--- src/rtl/chess_clock_pkg.sv ---
// Shared types and constants for the chess clock: timer states, BCD digits,
// the packed mm:ss value and helpers used for parameter checks and reload values.
package chess_clock_pkg;

    typedef enum logic [1:0] {
        ST_IDLE    = 2'd0,
        ST_RUN     = 2'd1,
        ST_EXPIRED = 2'd2
    } timer_state_t;

    typedef enum logic {
        OP_DEC = 1'b0,
        OP_INC = 1'b1
    } arith_op_t;

    typedef logic [3:0] bcd_digit_t;

    typedef struct packed {
        bcd_digit_t min_tens;
        bcd_digit_t min_ones;
        bcd_digit_t sec_tens;
        bcd_digit_t sec_ones;
    } mmss_t;

    localparam int MAX_MIN = 99;
    localparam int MAX_SEC = 59;

    function automatic bit in_range(input int value, input int hi);
        return (value >= 0) && (value <= hi);
    endfunction

    function automatic mmss_t to_mmss(input int mins, input int secs);
        mmss_t t;
        t.min_tens = 4'(mins / 10);
        t.min_ones = 4'(mins % 10);
        t.sec_tens = 4'(secs / 10);
        t.sec_ones = 4'(secs % 10);
        return t;
    endfunction

endpackage

--- src/rtl/player_timer_if.sv ---
// Control inputs and BCD/status outputs of one player's countdown timer.
interface player_timer_if;
    import chess_clock_pkg::*;

    logic       TICK;
    logic       ENABLE;
    logic       LOAD;
    bcd_digit_t MIN_TENS;
    bcd_digit_t MIN_ONES;
    bcd_digit_t SEC_TENS;
    bcd_digit_t SEC_ONES;
    logic       TIMEOUT;
    logic       RUNNING;

    modport master (
        output TICK, ENABLE, LOAD,
        input  MIN_TENS, MIN_ONES, SEC_TENS, SEC_ONES, TIMEOUT, RUNNING
    );

    modport slave (
        input  TICK, ENABLE, LOAD,
        output MIN_TENS, MIN_ONES, SEC_TENS, SEC_ONES, TIMEOUT, RUNNING
    );
endinterface

--- src/rtl/bcd_mmss_arith.sv ---
// Combinational mm:ss BCD arithmetic: decrement by one second (stopping at 00:00)
// or add INC_SEC seconds with carry; overflow past 99 minutes is flagged, not clamped.
module bcd_mmss_arith
    import chess_clock_pkg::*;
#(
    parameter int INC_SEC = 0
) (
    input  mmss_t     cur,
    input  arith_op_t op,
    output mmss_t     result,
    output logic      zero,
    output logic      sat
);

    localparam logic [6:0] INC7 = 7'(INC_SEC);

    mmss_t      dec_time;
    mmss_t      inc_time;
    logic [6:0] sec_bin;
    logic [6:0] sec_sum;
    logic [6:0] sec_wrap;
    logic       sec_carry;
    logic [6:0] min_bin;
    logic [7:0] min_sum;

    always_comb begin
        dec_time = cur;
        if (cur != '0) begin
            if (cur.sec_ones != 4'd0) begin
                dec_time.sec_ones = cur.sec_ones - 4'd1;
            end else begin
                dec_time.sec_ones = 4'd9;
                if (cur.sec_tens != 4'd0) begin
                    dec_time.sec_tens = cur.sec_tens - 4'd1;
                end else begin
                    dec_time.sec_tens = 4'd5;
                    if (cur.min_ones != 4'd0) begin
                        dec_time.min_ones = cur.min_ones - 4'd1;
                    end else begin
                        dec_time.min_ones = 4'd9;
                        dec_time.min_tens = cur.min_tens - 4'd1;
                    end
                end
            end
        end
    end

    // Increment goes through binary; the operands are tiny so the dividers stay small.
    always_comb begin
        sec_bin   = 7'(cur.sec_tens) * 7'd10 + 7'(cur.sec_ones);
        sec_sum   = sec_bin + INC7;
        sec_carry = (sec_sum >= 7'd60);
        sec_wrap  = sec_carry ? (sec_sum - 7'd60) : sec_sum;
        min_bin   = 7'(cur.min_tens) * 7'd10 + 7'(cur.min_ones);
        min_sum   = {1'b0, min_bin} + {7'd0, sec_carry};
        inc_time.sec_tens = 4'(sec_wrap / 7'd10);
        inc_time.sec_ones = 4'(sec_wrap % 7'd10);
        inc_time.min_tens = 4'(min_sum / 8'd10);
        inc_time.min_ones = 4'(min_sum % 8'd10);
    end

    assign result = (op == OP_INC) ? inc_time : dec_time;
    assign zero   = (op == OP_DEC) && (dec_time == '0);
    assign sat    = (op == OP_INC) && (min_sum > 8'd99);

endmodule

--- src/rtl/player_timer.sv ---
// One player's countdown: BCD mm:ss decremented on TICK while enabled, Fischer
// increment when the turn ends, and a sticky TIMEOUT once 00:00 is reached.
module player_timer
    import chess_clock_pkg::*;
#(
    parameter int INIT_MIN = 5,
    parameter int INIT_SEC = 0,
    parameter int INC_SEC  = 0
) (
    input  logic           CLK,
    input  logic           CLR,
    player_timer_if.slave  tmr
);

    if (!in_range(INIT_MIN, MAX_MIN)) begin : g_bad_init_min
        $error("player_timer: INIT_MIN must be 0..99");
    end
    if (!in_range(INIT_SEC, MAX_SEC)) begin : g_bad_init_sec
        $error("player_timer: INIT_SEC must be 0..59");
    end
    if (!in_range(INC_SEC, MAX_SEC)) begin : g_bad_inc_sec
        $error("player_timer: INC_SEC must be 0..59");
    end

    localparam mmss_t INIT_TIME = to_mmss(INIT_MIN, INIT_SEC);
    localparam mmss_t MAX_TIME  = to_mmss(MAX_MIN, MAX_SEC);

    timer_state_t state_reg, state_next;
    mmss_t        time_reg, time_next;
    logic         en_q_reg;
    logic         running_reg;
    logic         timeout_reg;

    logic         fall;
    logic         cur_zero;
    arith_op_t    arith_op;
    mmss_t        arith_res;
    logic         arith_zero;
    logic         arith_sat;

    assign fall     = en_q_reg & ~tmr.ENABLE;
    assign cur_zero = (time_reg == '0);
    assign arith_op = fall ? OP_INC : OP_DEC;

    bcd_mmss_arith #(
        .INC_SEC (INC_SEC)
    ) u_arith (
        .cur    (time_reg),
        .op     (arith_op),
        .result (arith_res),
        .zero   (arith_zero),
        .sat    (arith_sat)
    );

    always_comb begin
        state_next = state_reg;
        time_next  = time_reg;
        case (state_reg)
            ST_IDLE: begin
                if (tmr.ENABLE) begin
                    if (tmr.TICK) begin
                        time_next = arith_res;
                    end
                    // A starting value of 00:00 still spends one cycle in RUN.
                    state_next = (tmr.TICK && arith_zero && !cur_zero) ? ST_EXPIRED : ST_RUN;
                end
            end
            ST_RUN: begin
                if (!tmr.ENABLE) begin
                    if (fall && (INC_SEC != 0)) begin
                        time_next = arith_sat ? MAX_TIME : arith_res;
                    end
                    state_next = ST_IDLE;
                end else begin
                    if (tmr.TICK) begin
                        time_next = arith_res;
                    end
                    if (cur_zero || (tmr.TICK && arith_zero)) begin
                        state_next = ST_EXPIRED;
                    end
                end
            end
            ST_EXPIRED: begin
                state_next = ST_EXPIRED;
            end
            default: begin
                state_next = ST_IDLE;
            end
        endcase
    end

    always_ff @(posedge CLK) begin
        if (CLR || tmr.LOAD) begin
            state_reg   <= ST_IDLE;
            time_reg    <= INIT_TIME;
            en_q_reg    <= 1'b0;
            running_reg <= 1'b0;
            timeout_reg <= 1'b0;
        end else begin
            state_reg   <= state_next;
            time_reg    <= time_next;
            en_q_reg    <= tmr.ENABLE;
            running_reg <= (state_next == ST_RUN);
            timeout_reg <= (state_next == ST_EXPIRED);
        end
    end

    assign tmr.MIN_TENS = time_reg.min_tens;
    assign tmr.MIN_ONES = time_reg.min_ones;
    assign tmr.SEC_TENS = time_reg.sec_tens;
    assign tmr.SEC_ONES = time_reg.sec_ones;
    assign tmr.RUNNING  = running_reg;
    assign tmr.TIMEOUT  = timeout_reg;

endmodule

--- src/flat_wrapper.sv ---
// flat-port wrapper written by rule: the top's interface ports become plain ports
module player_timer_flat import chess_clock_pkg::*;
#(
    parameter int INIT_MIN = 5,
    parameter int INIT_SEC = 0,
    parameter int INC_SEC  = 0
)
  (CLK, CLR, tmr_TICK, tmr_ENABLE, tmr_LOAD, tmr_MIN_TENS, tmr_MIN_ONES, tmr_SEC_TENS, tmr_SEC_ONES, tmr_TIMEOUT, tmr_RUNNING);
  player_timer_if tmr_i ();
  input  logic CLK;
  input  logic CLR;
  input wire logic [$bits(tmr_i.TICK)-1:0] tmr_TICK;
  input wire logic [$bits(tmr_i.ENABLE)-1:0] tmr_ENABLE;
  input wire logic [$bits(tmr_i.LOAD)-1:0] tmr_LOAD;
  output wire logic [$bits(tmr_i.MIN_TENS)-1:0] tmr_MIN_TENS;
  output wire logic [$bits(tmr_i.MIN_ONES)-1:0] tmr_MIN_ONES;
  output wire logic [$bits(tmr_i.SEC_TENS)-1:0] tmr_SEC_TENS;
  output wire logic [$bits(tmr_i.SEC_ONES)-1:0] tmr_SEC_ONES;
  output wire logic [$bits(tmr_i.TIMEOUT)-1:0] tmr_TIMEOUT;
  output wire logic [$bits(tmr_i.RUNNING)-1:0] tmr_RUNNING;
  assign tmr_i.TICK = tmr_TICK;
  assign tmr_i.ENABLE = tmr_ENABLE;
  assign tmr_i.LOAD = tmr_LOAD;
  assign tmr_MIN_TENS = tmr_i.MIN_TENS;
  assign tmr_MIN_ONES = tmr_i.MIN_ONES;
  assign tmr_SEC_TENS = tmr_i.SEC_TENS;
  assign tmr_SEC_ONES = tmr_i.SEC_ONES;
  assign tmr_TIMEOUT = tmr_i.TIMEOUT;
  assign tmr_RUNNING = tmr_i.RUNNING;
  player_timer #(.INIT_MIN(INIT_MIN), .INIT_SEC(INIT_SEC), .INC_SEC(INC_SEC)) u_core (.CLK(CLK), .CLR(CLR), .tmr(tmr_i));
endmodule
--- config.mk ---
export PLATFORM = sky130hd
export DESIGN_NAME = player_timer_flat
export DESIGN_NICKNAME = d
export VERILOG_FILES = /design/src/rtl/chess_clock_pkg.sv /design/src/rtl/player_timer_if.sv /design/src/rtl/bcd_mmss_arith.sv /design/src/rtl/player_timer.sv /design/src/flat_wrapper.sv
export SDC_FILE = /design/constraint.sdc
export NUM_CORES = 1
export LEC_CHECK = 0
export CELL_PAD_IN_SITES_DETAIL_PLACEMENT = 0
export CELL_PAD_IN_SITES_GLOBAL_PLACEMENT = 1
export CORE_MARGIN = 2
export CORE_UTILIZATION = 44
export DETAILED_ROUTE_END_ITERATION = 12
export GPL_ROUTABILITY_DRIVEN = 0
export MAX_ROUTING_LAYER = met4
export PLACE_DENSITY_LB_ADDON = 0.1
export RECOVER_POWER = 50
export SYNTH_ARGS = -nofsm -noshare
export SYNTH_HDL_FRONTEND = slang
export SYNTH_HIERARCHICAL = 1
export SYNTH_SLANG_ARGS = --single-unit
--- constraint.sdc ---
create_clock -name CLK -period 6 [get_ports CLK]
set_clock_uncertainty 0.05 [all_clocks]
set_input_delay 1.8 -clock CLK [delete_from_list [all_inputs] [get_ports CLK]]
set_output_delay 1.8 -clock CLK [all_outputs]
set_load 0.01 [all_outputs]
After elaboration in Yosys (flattened, before gate mapping)

Cells that the tools add are included.

Order comparisons: 1
Bitwise operators: 3
Multipliers: 2
Mux-type cells: 15
Equal/unequal tests: 4
Add/subtract/negate cells: 8
Reductions and logical operators: 15
Div/mod/pow operators: 4

Operators with widths:

| cell                  | count |
|---|---|
| $logic_not A16 Y1     | 2 |
| $mux W16              | 2 |
| $mux W4               | 4 |
| $reduce_bool A16 Y1   | 1 |
| $sub A4 B1 Y4 const B | 4 |
| $add A7 B4 Y7         | 2 |
| $mul A4 B3 Y6 const B | 2 |
| $mux W12              | 1 |
| $reduce_bool A4 Y1    | 3 |
| $add A7 B1 Y8         | 1 |
| $div A8 B4 Y8 const B | 1 |
| $mod A8 B4 Y8 const B | 1 |
| $mux W2               | 4 |
| $mux W8               | 1 |
| $div A7 B4 Y7 const B | 1 |
| $ge A7 B6 Y1 const B  | 1 |
| $mod A7 B4 Y7 const B | 1 |
| $mux W7               | 1 |
| $sub A7 B6 Y7 const B | 1 |
| $pmux W2 S3           | 1 |
| $eq A2 B1 Y1 const B  | 2 |
| $eq A2 B2 Y1 const B  | 2 |
| $logic_and A1 B1 Y1   | 3 |
| $reduce_and A3 Y1     | 1 |
| 7 further kinds       | 9 |

Output and inout port bits: 18
Register bits: 21

Logic depth before layout (Yosys ltp)

Word-level depth: 13
Gate-level depth with buffers: 23

Cells and area by module

The synthesis kept the hierarchy.

By module, submodules not included:

| module         | cells each | area each (sq um) | times used |
|---|---|---|---|
| bcd_mmss_arith | 336        | 2337.2            | 1 |
| player_timer   | 95         | 805.8             | 1 |

Worst setup path after synthesis

No wires, ideal clock.

Kind: register to register
From: register u_core.time_reg (netlist bit u_core/tmr.SEC_TENS[1])
To: register u_core.time_reg (netlist bit u_core/tmr.MIN_ONES[1])
Library setup time: 0.070 ns
Arrival time: 4.698 ns
Setup slack: 1.182 ns
Path buffers: 0
Cell stages (with the launch flop): 22
Period minus slack after synthesis: 4.818 ns
Required time: 5.880 ns
Path through: dfxtp_1 -> ha_1 -> ha_1 -> fa_1 -> nand2b_1 -> o2bb2ai_2 -> a311oi_1 -> a211oi_2 -> ha_1 -> ha_1 -> and2_1 -> nand2_1 -> nor4_2 -> nor3_1 -> o21ai_2 -> mux2i_1 -> o211a_1 -> a21oi_1 -> o2111ai_1 -> o211a_1 -> nand2_1 -> a21oi_1

RTL lines:

| element                | line                | text |
|---|---|---|
| from (decl)            | player_timer.sv:29  | `mmss_t time_reg, time_next;` |
| from (signal assigned) | player_timer.sv:101 | `time_reg <= time_next;` |

==> impl_metrics.json <==
{
  "routedWlPerCell_um": 15.9,
  "antenna_left": 0,
  "placed_cells": 534,
  "multi_input_area_mm2": 0.00260,
  "io_buffers": 22,
  "ctsHtreeMaxLevel": 1,
  "cts_max_path_buffers": 2,
  "nFillCells": 688,
  "fin_crit_ns": 5.51,
  "drt_iter0_drc": 241,
  "worstSetupPathType": "reg -> reg",
  "grt-ovfl-total": 0,
  "antenna_cells": 0,
  "first_global_vias": 2846,
  "drv_slew": 0,
  "wl_met3_um": 290,
  "peakVddDrop_v": 0.000168,
  "worst_pin_slew_ns": 0.854,
  "status": "complete, no violations",
  "num_rows": 30,
  "final_cell_mix": "nand2_1 (66), nor2_1 (38), a21oi_1 (36)",
  "fmax_mhz": 182,
  "grt_util_all_layers": 0.234,
  "nNetsFinal": 471,
  "layout_commonest_cell": "nand2_1",
  "die-width_um": 88.2,
  "ff_latch_area_um2": 420,
  "cp_max_fo": 10,
  "rsz0062_at_grt": "false",
  "cts_num_sinks": 21,
  "top_layer": "met4",
  "cts_tree": "done",
  "hold_class": "reg -> reg",
  "relSlewSlack": 0.431,
  "hold_depth": 2,
  "die-area_mm2": 0.00779,
  "synth.avg_cell_area_um2": 7.31,
  "placed_area_mm2": 0.00342,
  "grt_pass1_wl_mm": 14.3,
  "p_per_area_mw_per_mm2": 94.0,
  "cp.required_ns": 6.09,
  "syn2layout_area_growth_pct": 11.3,
  "postCtsSetupBuffers": 0,
  "routed_wl_mm": 8.56,
  "path_clk_slew_ns": 0.08,
  "hold_viol_final": 0,
  "synth_area_mm2": 0.00312,
  "power_uw": 327,
  "met2_length_mm": 3.84,
  "maxCapViolCount": 0,
  "timing.setup.tns_ns": 0,
  "syn_nets": 455,
  "reg2reg_depth": 21,
  "ff2ff_setup_slack_ns": 0.49,
  "setup_viol": 0,
  "stdcell_area_mm2": 0.00347,
  "vias": 3212,
  "grt_max_degree": 32,
  "coreArea_mm2": 0.00683,
  "via_per_inst": 5.97,
  "arrival_ns": 5.59,
  "drive_above_1_share": 0.0882,
  "cts-root-buf": "clkbuf_8",
  "clk_latency_ns": 0.26,
  "p_leak_nw": 1.34,
  "post-route-period-util": 0.918,
  "ios": 23,
  "end_kind": "register",
  "wl_met1_mm": 4.40,
  "drc": 0,
  "start_util": 0.457,
  "critPathLaunchType": "register",
  "stdcell_count": 538,
  "yosys_warnings": 6,
  "cts_buffers": 3,
  "hold_buffers": 0,
  "firstDrtPassIters": 5,
  "antenna_found_initial": 0,
  "syn_inst": 427,
  "utilization": 0.509,
  "die_h_um": 88.2,
  "postCtsResizedCells": 0,
  "hpwlAfterDp_mm": 6.51
}
-- metrics by stage --
| step | setup WS [ns] | hold slack (ns) |
|---|---|---|
| 2_1_floorplan | 1.18 | 0.478 |
| 3_3_place_gp | 0.629 | 0.529 |
| 3_5_place_dp | 0.402 | 0.534 |
| 4_1_cts | 0.380 | 0.560 |
| 5_1_grt | 0.0566 | 0.585 |
| 6_report | 0.493 | 0.552 |
-- where the power goes --
part	switching [mW]	leakage (nW)	total [mW]	internal, mW
Combinational	0.0502	1.14	0.0846	0.0344
Clock	0.0489	0.0255	0.0951	0.0463
Sequential	0.00494	0.170	0.147	0.142
-- per-layer routing --
layer | up-vias | GRT usage
met5 | - | -
met2 | 84 | 0.345
met4 | 0 | 0.0303
li1 | 1628 | -
met1 | 1498 | 0.362
met3 | 2 | 0.0112
-- worst max-delay path: stages, from the launching register on --
cell and delay [ns]:
dfxtp_1 0.58, ha_1 0.32, ha_1 0.21, fa_1 0.52
nand2b_1 0.19, o2bb2ai_2 0.31, a311oi_1 0.18, a211oi_2 0.34
ha_1 0.24, ha_1 0.20, and2_1 0.19, a211oi_1 0.12
or4_1 0.42, nand3_1 0.20, a32oi_1 0.08, o221a_2 0.34
nor2_1 0.33, o211ai_1 0.14, o21ai_0 0.13, a31oi_1 0.13
nand2_1 0.09, a21oi_1 0.08
-- layout make-up --
class,instances,area share
Multi-Input combinational cell,381,0.748
Sequential cell,21,0.121
Timing Repair Buffer,26,0.0720
Tap cell,96,0.0346
Clock buffer,3,0.0119
Inverter,10,0.0108
Clock inverter,1,0.00144
-- path summary, 6_finish.rpt --
| check | start | end |
|---|---|---|
| setup / recovery | u_core/tmr.SEC_TENS[3] | u_core/tmr.MIN_TENS[0] |
| hold / removal | u_core/tmr.SEC_ONES[1] | u_core/tmr.SEC_ONES[1] |
| setup reg to reg | u_core/tmr.SEC_TENS[3] | u_core/tmr.MIN_TENS[0] |
| hold reg to reg | u_core/tmr.SEC_ONES[1] | u_core/tmr.SEC_ONES[1] |
Note: power is estimated with default switching activity, not from simulation.
